`config.mk`:
```
export PLATFORM = sky130hd
export DESIGN_NAME = neopixel_strand_controller_p
export DESIGN_NICKNAME = d
export VERILOG_FILES = /design/src/rtl/neopixel_strand_controller_p.sv
export SDC_FILE = /design/constraint.sdc
export NUM_CORES = 1
export LEC_CHECK = 0
export CAP_MARGIN = 30
export CELL_PAD_IN_SITES_DETAIL_PLACEMENT = 0
export CELL_PAD_IN_SITES_GLOBAL_PLACEMENT = 1
export CORE_MARGIN = 2
export CORE_UTILIZATION = 50
export CTS_BUF_LIST = sky130_fd_sc_hd__clkbuf_16
export DETAILED_ROUTE_END_ITERATION = 12
export GPL_ROUTABILITY_DRIVEN = 0
export HOLD_SLACK_MARGIN = 0.02
export PLACE_DENSITY_LB_ADDON = 0.1
export SLEW_MARGIN = 10
export SYNTH_ARGS = -nofsm -noshare
export SYNTH_HDL_FRONTEND = slang
export SYNTH_SLANG_ARGS = --single-unit
```
`constraint.sdc`:
```
create_clock -name clock -period 11.1 [get_ports clock]
set_input_delay 2.22 -clock clock [delete_from_list [all_inputs] [get_ports clock]]
set_output_delay 2.22 -clock clock [all_outputs]
set_load 0.05 [all_outputs]
```
`src/rtl/neopixel_strand_controller_p.sv`:
```
// neopixel_strand_controller_p
// Drives a WS2812-style NeoPixel strand from an internal colour frame buffer.
// Colours are written one channel at a time, to one pixel or broadcast to
// every pixel. A send request freezes a copy of the buffer and shifts it out
// as NRZ pulses, pixel 0 first, channels G,R,B(,W), MSB first, then holds
// the line low for the latch gap before accepting the next request.
//
// Ports:
//   clock          system clock
//   reset          asynchronous, active-high reset
//   pixel_index    target pixel for a single-pixel load
//   color_index    channel select: 0=G, 1=R, 2=B, 3=W
//   color_level    intensity written by a load
//   load_color     write strobe
//   load_all       with load_color, write the channel of every pixel
//   send_it        start a frame when idle
//   neo_data       registered serial data to the strand
//   ready_to_load  buffer accepts writes
//   ready_to_send  controller idle, send_it will be taken
//   load_error     one-cycle pulse after a rejected load
module neopixel_strand_controller_p #(
   parameter int NUM_PIXELS = 5,
   parameter int CHANNELS   = 3,
   parameter int COLOR_BITS = 8,
   parameter int CLKS_T0H   = 17,
   parameter int CLKS_T1H   = 35,
   parameter int CLKS_BIT   = 62,
   parameter int CLKS_RESET = 2500,
   parameter int PIX_W      = (NUM_PIXELS > 1) ? $clog2(NUM_PIXELS) : 1
) (
   input  logic                  clock,
   input  logic                  reset,
   input  logic [PIX_W-1:0]      pixel_index,
   input  logic [1:0]            color_index,
   input  logic [COLOR_BITS-1:0] color_level,
   input  logic                  load_color,
   input  logic                  load_all,
   input  logic                  send_it,
   output logic                  neo_data,
   output logic                  ready_to_load,
   output logic                  ready_to_send,
   output logic                  load_error
);

   localparam int TOTAL_BITS = NUM_PIXELS * CHANNELS * COLOR_BITS;
   localparam int BIT_W      = (TOTAL_BITS > 1) ? $clog2(TOTAL_BITS) : 1;
   localparam int CNT_MAX    = (CLKS_BIT > CLKS_RESET) ? CLKS_BIT : CLKS_RESET;
   localparam int CNT_W      = (CNT_MAX > 1) ? $clog2(CNT_MAX) : 1;

   localparam logic [BIT_W-1:0] LAST_BIT       = BIT_W'(TOTAL_BITS - 1);
   localparam logic [CNT_W-1:0] BIT_CYC_LAST   = CNT_W'(CLKS_BIT - 1);
   localparam logic [CNT_W-1:0] LATCH_CYC_LAST = CNT_W'(CLKS_RESET - 1);
   localparam logic [CNT_W-1:0] T0H_CYCLES     = CNT_W'(CLKS_T0H);
   localparam logic [CNT_W-1:0] T1H_CYCLES     = CNT_W'(CLKS_T1H);
   localparam logic [2:0]       CHAN_LIMIT     = 3'(CHANNELS);
   localparam logic [PIX_W:0]   PIX_LIMIT      = (PIX_W + 1)'(NUM_PIXELS);

   typedef enum logic [1:0] {
      IDLE,
      SEND,
      LATCH
   } state_t;

   state_t                 state, state_next;
   logic [BIT_W-1:0]       bit_count, bit_next;
   logic [CNT_W-1:0]       cycle_count, cycle_next;
   logic                   neo_next;
   logic                   take_snapshot;
   logic                   tx_bit;

   logic [COLOR_BITS-1:0]  color_buf [NUM_PIXELS][CHANNELS];
   logic [COLOR_BITS-1:0]  buf_next  [NUM_PIXELS][CHANNELS];
   logic [TOTAL_BITS-1:0]  frame_next;
   logic [TOTAL_BITS-1:0]  shadow;

   logic                   chan_ok;
   logic                   pix_ok;
   logic                   load_ok;
   logic                   load_reject;

   // Writes are never blocked; the buffer is a plain register file that the
   // serialiser only reads through its own shadow copy.
   assign ready_to_load = 1'b1;
   assign ready_to_send = (state == IDLE);

   // A load is legal only for an existing channel and, unless broadcast, an
   // existing pixel. Anything else is dropped and flagged on the next cycle.
   assign chan_ok     = ({1'b0, color_index} < CHAN_LIMIT);
   assign pix_ok      = load_all || ({1'b0, pixel_index} < PIX_LIMIT);
   assign load_ok     = load_color && chan_ok && pix_ok;
   assign load_reject = load_color && !load_ok;

   // Buffer contents as they will be after this edge. Building this
   // combinationally lets the snapshot taken on a send edge include a load
   // issued in the very same cycle.
   always_comb begin
      buf_next = color_buf;
      for (int p = 0; p < NUM_PIXELS; p++) begin
         for (int c = 0; c < CHANNELS; c++) begin
            if (load_ok && (color_index == 2'(c)) &&
                (load_all || (pixel_index == PIX_W'(p)))) begin
               buf_next[p][c] = color_level;
            end
         end
      end
   end

   // Flatten the next buffer into transmission order so the serialiser can
   // simply walk bit index 0..TOTAL_BITS-1: pixel-major, then channel, and
   // MSB of each channel first.
   always_comb begin
      frame_next = '0;
      for (int p = 0; p < NUM_PIXELS; p++) begin
         for (int c = 0; c < CHANNELS; c++) begin
            for (int b = 0; b < COLOR_BITS; b++) begin
               frame_next[(p * CHANNELS + c) * COLOR_BITS + b] =
                  buf_next[p][c][COLOR_BITS - 1 - b];
            end
         end
      end
   end

   // Next-state logic. The line value is computed for the counters being
   // entered, so neo_data is a clean register output that goes high in the
   // cycle right after a send is accepted.
   always_comb begin
      state_next    = state;
      bit_next      = bit_count;
      cycle_next    = cycle_count;
      take_snapshot = 1'b0;
      neo_next      = 1'b0;
      tx_bit        = 1'b0;

      case (state)
         IDLE: begin
            if (send_it) begin
               state_next    = SEND;
               bit_next      = '0;
               cycle_next    = '0;
               take_snapshot = 1'b1;
            end
         end
         SEND: begin
            if (cycle_count == BIT_CYC_LAST) begin
               cycle_next = '0;
               if (bit_count == LAST_BIT) begin
                  state_next = LATCH;
                  bit_next   = '0;
               end else begin
                  bit_next = bit_count + 1'b1;
               end
            end else begin
               cycle_next = cycle_count + 1'b1;
            end
         end
         LATCH: begin
            if (cycle_count == LATCH_CYC_LAST) begin
               state_next = IDLE;
               cycle_next = '0;
            end else begin
               cycle_next = cycle_count + 1'b1;
            end
         end
         default: begin
            state_next = IDLE;
            bit_next   = '0;
            cycle_next = '0;
         end
      endcase

      if (state_next == SEND) begin
         tx_bit   = take_snapshot ? frame_next[bit_next] : shadow[bit_next];
         neo_next = (cycle_next < (tx_bit ? T1H_CYCLES : T0H_CYCLES));
      end
   end

   // State, counters, line and error registers. Reset drops the line at once,
   // abandoning any frame in flight.
   always_ff @(posedge clock or posedge reset) begin
      if (reset) begin
         state       <= IDLE;
         bit_count   <= '0;
         cycle_count <= '0;
         neo_data    <= 1'b0;
         load_error  <= 1'b0;
      end else begin
         state       <= state_next;
         bit_count   <= bit_next;
         cycle_count <= cycle_next;
         neo_data    <= neo_next;
         load_error  <= load_reject;
      end
   end

   // Colour buffer and transmit shadow. The shadow is only refreshed when a
   // frame starts, so later loads wait for the following frame.
   always_ff @(posedge clock or posedge reset) begin
      if (reset) begin
         shadow <= '0;
         for (int p = 0; p < NUM_PIXELS; p++) begin
            for (int c = 0; c < CHANNELS; c++) begin
               color_buf[p][c] <= '0;
            end
         end
      end else begin
         color_buf <= buf_next;
         if (take_snapshot) begin
            shadow <= frame_next;
         end
      end
   end

endmodule

```
==> results of run 1 <==
[cell families (layout without fill, tap and decap cells)]
group | count (synthesis) | in the layout | synth area share
AO/OA/AOI/OAI | 77 | 77 | 0.0446
XOR/XNOR | 2 | 2 | 0.00151
adder cells (fa/ha/maj) | 6 | 6 | 0.00647
buffers and inverters | 69 | 105 | 0.0269
flip-flops | 263 | 263 | 0.567
multiplexers | 167 | 167 | 0.181
other | 1 | 1 | 0.000323
AND/OR/NAND/NOR | 482 | 482 | 0.173
[final timing paths]
check | from | endpoint | slack [ns] | cells past startpoint
worst max-delay path | send_it | neo_data$_DFF_PP0_ | 4.48 | 17
worst min-delay path | shadow[110]$_DFFE_PP0P_ | shadow[110]$_DFFE_PP0P_ | 0.47 | 2
worst max register to register | cycle_count[1]$_DFF_PP0_ | neo_data$_DFF_PP0_ | 5.91 | 19
worst min register to register | shadow[110]$_DFFE_PP0P_ | shadow[110]$_DFFE_PP0P_ | 0.47 | 2
max in group asynchronous | reset | shadow[110]$_DFFE_PP0P_ | 7.61 | 4
min in group asynchronous | reset | color_buf[7]$_DFF_PP0_ | 2.23 | 2
[state kept, by name, summed over array words and instances (netlist names)]
name and count:
bit_count 7, color_buf 120, cycle_count 12, load_error 1, neo_data 1, shadow 120
state 2
[through the flow]
stage	power, uW	hold WS (ns)	util
6_report	2170	0.469	0.573
5_1_grt	2260	0.488	0.573
4_1_cts	2190	0.473	0.571
3_5_place_dp	1290	0.457	0.533
3_3_place_gp	1280	0.453	0.530
2_1_floorplan	1240	0.437	-
[final cells by class]
cell class / count / area (sq um) / share of cell area
repair buffers: 37 / 383 / 0.0294
clock buffers: 29 / 726 / 0.0558
inverters: 17 / 73.8 / 0.00568
well taps: 285 / 357 / 0.0274
flip-flops and latches: 263 / 6580 / 0.506
multi-input cells: 735 / 4730 / 0.364
clock inverters: 22 / 150 / 0.0115
[worst reg2reg max path, delay by kind of cell (launching register included)]
family          cells  cell delay (ns)
simple gates        8             1.63
compound gates      6             1.29
mux                 1             0.67
buf+inv             2             0.65
fa+ha+maj           2             0.46
flops               1             0.42
[power by group]
| group | leakage, uW | total (uW) | internal, uW | switching (uW) |
|---|---|---|---|---|
| registers | 0.00340 | 1080 | 1060 | 22.8 |
| clock network | 0.000451 | 898 | 517 | 381 |
| logic | 0.00246 | 190 | 91.8 | 98.1 |
| total | 0.00632 | 2170 | 1670 | 502 |
[cell usage in the layout, fill, tap and decap left out, drive strengths merged, types with 3 or more instances in the layout]
master,count
o31ai,6
mux2,119
a21oi,12
mux2i,27
mux4,21
a31oi,4
clkdlybuf4s50,20
nor2b,5
dfrtp,263
or2,3
inv,24
clkbuf,29
and3,9
nand3,13
nor3b,3
nor3,11
o22ai,4
o21ai,35
clkinv,13
nand2,395
ha,6
nor2,19
buf,17
nand2b,9
[routing by layer]
metal / track usage / up-vias
li1: - / 3615
met2: 0.359 / 117
met1: 0.343 / 3890
met4: 0.0459 / 0
met3: 0.0294 / 34
met5: 0.00828 / -
==> reports/metrics.csv, run 1 <==
stage,metric,value,unit
grt,grt_pass1_vias,7625,
floorplanning,fp-row-count,55,
power,powerDensity,167,nW/um^2
logic_synthesis,netlist_instances,1067,
clock_network,path_clk_slew,0.06,ns
logic_synthesis,synth_most_common_cell,nand2_1,
sta,period_share,0.596,
logic_synthesis,ys.flop_type,dfrtp_1,
route,drc,0,
floorplanning,die_w,156,um
route,dr_wl_met2,12.3,mm
critical_path,crit_family,compound AO/OA/AOI/OAI gates,
sta,fin_tns_setup,0,ns
clock_network,cts_hold_buf,0,
sta,worst_pin_slew,0.973,ns
critical_path,worstSetupStartpointType,input pin,
clock_network,cts_num_sinks,263,
floorplanning,coreArea,22700,sq um
clock_network,cts_resized,0,
job,cap_violations,0,
clock_network,cts_tree,built,
route,viasPerCell,5.52,
critical_path,crit_slowest_cell,nor4b_1,
clock_network,h-tree-depth,1,
critical_path,worstPathCellList,"clkdlybuf4s50_1, a21oi_1, o21a_1, nor2_4, inv_4, mux4_1, nand2_1, a21oi_1, nor4b_1, o41ai_2, a32oi_1, ha_1, a21oi_1, nand2_1, nor3_1, nand2_1, a31oi_1",
logic_synthesis,synthTopCellsByCount,"nand2_1 (395), dfrtp_1 (263), mux2_2 (119)",
route,routed_wl,26.8,mm
sta,setup_viol,0,
logic_synthesis,syn_nets,1091,
cells_and_area,fin_cells,1388,
route,m1WireLength,13.2,mm
cells_and_area,fill_cells,1993,
critical_path,cp.required,11.56,ns
sta,setup_slack,4.48,ns
sta,skew,0.0200,ns
logic_synthesis,yosys_register_bits,263,
logic_synthesis,postSynth.asyncResetShare,1.00,
critical_path,crit_fanout,41,
hold_path,hold_path_class,register to register,
route,routed.top_layer,met4,
route,drtIter0Drc,476,
cells_and_area,area_growth,12.0,%
logic_synthesis,synth_area,11600,sq um
sta,fin_crit,6.62,ns
critical_path,path_class,input pin to register,
floorplanning,io_pins,22,
critical_path,cpPeakStageDelay,0.67,ns
cells_and_area,final_area,13000,sq um
logic_synthesis,synth_edf_count,0,
sta,clock.fmax,0.151,GHz
sta,final_hold_viol_count,0,
grt,grt-ovfl-total,0,
clock_network,cts_max_path_buffers,3,
grt,antenna_found_initial,0,
logic_synthesis,yosysSeqAreaShare,0.567,
logic_synthesis,avgSynthCellArea,10.9,sq um
critical_path,arrival,7.07,ns
grt,grt_pass1_wl,43.3,mm
grt,grt_start_max_net_pins,118,
grt,grt_use_total,0.228,
logic_synthesis,yosysWarnings,0,
route,wl_met3,791,um
clock_network,cts_root_buffer,clkbuf_16,
critical_path,path_buf_inv,2,
floorplanning,initial_utilization,0.511,
placement,post_dp_cell_area,12100,sq um
clock_network,cts_setup_buffers,0,
cells_and_area,diodes,0,
logic_synthesis,ys_top_cells_by_area,"dfrtp_1 (57%), nand2_1 (13%), mux2_2 (12%)",
route,final_antenna_net_count,0,
power,ir_drop,113,uV
route,vias,7656,
critical_path,endpoint_kind,register,
route,wire_per_inst,19.3,um
cells_and_area,drive_gt1_frac,0.189,
placement,placed_cells,1335,
clock_network,clkLatencyLatePin,0.55,ns
floorplanning,fp.dieH,156,um
route,dr.pass1.iters,5,
placement,dp_hpwl,16.1,mm
placement,port_buffers,20,
clock_network,numCtsBuffers,29,
power,power.leakage,0.00632,uW
sta,slew_viol_final,0,
floorplanning,die-area,24500,sq um
logic_synthesis,ys_types,63,
sta,relSlewSlack,0.349,
logic_synthesis,post-synth-top-area-cell,dfrtp_1,
logic_synthesis,yosys.area.top_type_share,0.567,
run_status,status,"finished, final reports clean",
cells_and_area,final_nets,1107,
placement,dp_slack,3.92,ns
sta,rsz0062_at_grt,no,
No activity file was read; power rests on OpenSTA's default activity.
==> inputs of run 2 (changes only) <==
==> constraint.sdc (replaced) <==
create_clock -name clock -period 6.8 [get_ports clock]
set_input_delay 1.36 -clock clock [delete_from_list [all_inputs] [get_ports clock]]
set_output_delay 1.36 -clock clock [all_outputs]
set_load 0.05 [all_outputs]
==> run 2 against run 1 <==
  * Non-clock buffer count is 7 higher
  * Global-route usage increased by 0.80 points
  * Core utilization rose by 0.72 points
==> reports/metrics.csv, run 2 (synthesized netlist as in run 1, its figures left out) <==
stage,metric,value,unit,change
power,combPwrFrac,0.083,,-0.004
grt,grt_start_max_net_pins,146,,+24%
clock_network,cts_setup_buffers,0,,unchanged
floorplanning,initial_utilization,0.511,,unchanged
floorplanning,fp.dieH,156,um,unchanged
critical_path,crit_fanout,28,,-32%
cells_and_area,area_growth,13.4,%,
sta,relSlewSlack,0.387,,+0.0380
floorplanning,io_pins,22,,unchanged
power,ir_drop,172,uV,+52%
power,sw_frac_of_total,0.229,,-0.00210
floorplanning,die_w,156,um,unchanged
grt,grt_pass1_wl,44.6,mm,+3.1%
clock_network,cts_num_sinks,263,,unchanged
route,viasPerCell,5.51,,about the same
route,vias,7713,,+0.74%
critical_path,worstSetupStartpointType,input pin,,
grt,antenna_found_initial,0,,unchanged
cells_and_area,final_cell_mix,"nand2_1 (394), dfrtp_1 (263), mux2_2 (119)",,
sta,setup_viol,0,,unchanged
cells_and_area,drive_gt1_frac,0.200,,+0.0107
critical_path,cp.required,7.28,ns,-4.28 ns
clock_network,cts_tree,built,,
floorplanning,coreArea,22700,sq um,unchanged
sta,slew_viol_final,0,,unchanged
job,cap_violations,0,,unchanged
sta,fin_tns_setup,0,ns,unchanged
critical_path,crit_family,buffers and inverters,,
critical_path,worstPathCellList,"clkdlybuf4s50_1, a21oi_1, buf_4, o21a_1, nor2_4, inv_4, buf_4, mux2i_1, mux2_2, o22ai_2, nor4b_1, o41ai_2, a32oi_1, ha_1, a21oi_1, nand2_1, nor3_1, nand2_1, a31oi_1",,
sta,worst_pin_slew,0.916,ns,-0.0568 ns
cells_and_area,final_nets,1116,,+0.81%
critical_path,path_buf_inv,4,,+2
power,powerDensity,281,nW/um^2,+69%
grt,use_met1,0.369,,+0.0262
clock_network,cts_resized,0,,unchanged
clock_network,cts_hold_buf,0,,unchanged
cells_and_area,fill_cells,1987,,-0.30%
sta,fin_crit,5.23,ns,
cells_and_area,final_common_cell,nand2_1,,
sta,skew,0.0100,ns,-0.00998 ns
grt,grt_use_total,0.236,,+0.00803
sta,final_hold_viol_count,0,,unchanged
run_status,status,"finished, final reports clean",,
clock_network,path_clk_slew,0.06,ns,about the same
critical_path,cpPeakStageDelay,0.59,ns,-0.08 ns
clock_network,cts_root_buffer,clkbuf_16,,
floorplanning,fp-row-count,55,,unchanged
placement,port_buffers,20,,unchanged
grt,met3_usage,0.0296,,+0.000277
critical_path,arrival,5.71,ns,-1.36 ns
placement,post_dp_cell_area,12200,sq um,+0.57%
power,intPower,2860,uW,+71%
grt,grt_pass1_vias,7728,,+1.4%
route,routed_wl,27.6,mm,+3.2%
critical_path,endpoint_kind,register,,
clock_network,clkLatencyLatePin,0.56,ns,about the same
route,dr.pass1.iters,4,,-1
placement,dp_hpwl,17.0,mm,+5.2%
grt,grt-ovfl-total,0,,unchanged
cells_and_area,top_regs,"color_buf: 120 flops, shadow: 120 flops, cycle_count: 12 flops",,
sta,period_share,0.770,,
clock_network,numCtsBuffers,31,,+6.9%
power,p_seq_frac,0.477,,-0.022
power,switchingPower,849,uW,+69%
clock_network,cts_max_path_buffers,3,,unchanged
grt,use_met2,0.355,,-0.00357
route,final_antenna_net_count,0,,unchanged
cells_and_area,final_area,13200,sq um,+1.3%
grt,gr-max-usage-layer,met1,,
critical_path,path_class,input pin to register,,
critical_path,crit_slowest_cell,nor4b_1,,
power,clockPowerShare,0.440,,+0.026
power,power.leakage,0.00641,uW,+1.4%
route,drc,0,,unchanged
sta,clock.fmax,0.191,GHz,
hold_path,hold_path_class,register to register,,
cells_and_area,diodes,0,,unchanged
route,drtIter0Drc,584,,+23%
clock_network,h-tree-depth,1,,unchanged
route,wire_per_inst,19.7,um,+2.4%
floorplanning,die-area,24500,sq um,unchanged
sta,rsz0062_at_grt,no,,
-- run 2: cell types whose count changed in the layout (fill, tap and decap cells not counted), sizes merged --
cell,previous run,this run
bufinv,2,4
clkinvlp,0,1
buf,17,24
inv,24,22
clkinv,13,14
clkbuf,29,31
-- run 2: power groups by stage --
stage	Clock (uW)	Combinational, uW	Sequential (uW)
detailed placement	0	311	1800
finish	1630	309	1770
CTS	1660	313	1770
global placement	0	301	1790
global route	1730	346	1790
floorplan	0	233	1790
-- run 2: final cells by class --
class | count | area [sq um] | share of cell area
clock inverters | 24 | 221 | 0.0168
flip-flops and latches | 263 | 6580 | 0.500
inverters | 17 | 70.1 | 0.00532
multi-input cells | 735 | 4730 | 0.359
clock buffers | 31 | 776 | 0.0589
repair buffers | 44 | 428 | 0.0325
well taps | 285 | 357 | 0.0271
-- run 2: routing by layer --
metal / share of wire / vias to the layer above
li1: - / 3641
met1: 0.50 / 3927
met2: 0.45 / 114
met3: 0.031 / 31
met4: 0.016 / 0
met5: 0 / -
-- run 2: through the flow --
step | util | worst slack (ns) | power [uW] | hold slack, ns | instances
2_1_floorplan | - | 1.97 | 2020 | 0.437 | 1067
3_3_place_gp | 0.533 | 1.05 | 2090 | 0.454 | 1340
3_5_place_dp | 0.536 | 0.995 | 2110 | 0.456 | 1343
4_1_cts | 0.579 | 1.53 | 3740 | 0.470 | 1398
5_1_grt | 0.580 | 1.24 | 3860 | 0.486 | 1399
6_report | 0.580 | 1.57 | 3710 | 0.464 | 1399
-- run 2: path summary, 6_finish.rpt --
path | from | end | slack (ns) | depth (start not counted)
worst max-delay path | send_it | neo_data$_DFF_PP0_ | 1.57 | 19
worst min-delay path | shadow[48]$_DFFE_PP0P_ | shadow[48]$_DFFE_PP0P_ | 0.46 | 2
worst max register to register | cycle_count[1]$_DFF_PP0_ | neo_data$_DFF_PP0_ | 1.84 | 20
worst min register to register | shadow[48]$_DFFE_PP0P_ | shadow[48]$_DFFE_PP0P_ | 0.46 | 2
max in group asynchronous | reset | shadow[103]$_DFFE_PP0P_ | 4.10 | 4
min in group asynchronous | reset | shadow[113]$_DFFE_PP0P_ | 1.32 | 3
-- run 2: worst reg2reg max path: stages, from the launching register on --
cell       delay, ns
dfrtp_1         0.42
inv_1           0.08
ha_1            0.14
nor4b_4         0.28
nand3_2         0.19
a2111oi_4       0.47
nor2_4          0.13
inv_4           0.39
buf_4           0.37
mux2i_1         0.25
mux2_2          0.19
o22ai_2         0.07
nor4b_1         0.59
o41ai_2         0.17
a32oi_1         0.31
ha_1            0.31
a21oi_1         0.14
nand2_1         0.06
nor3_1          0.12
nand2_1         0.07
a31oi_1         0.14
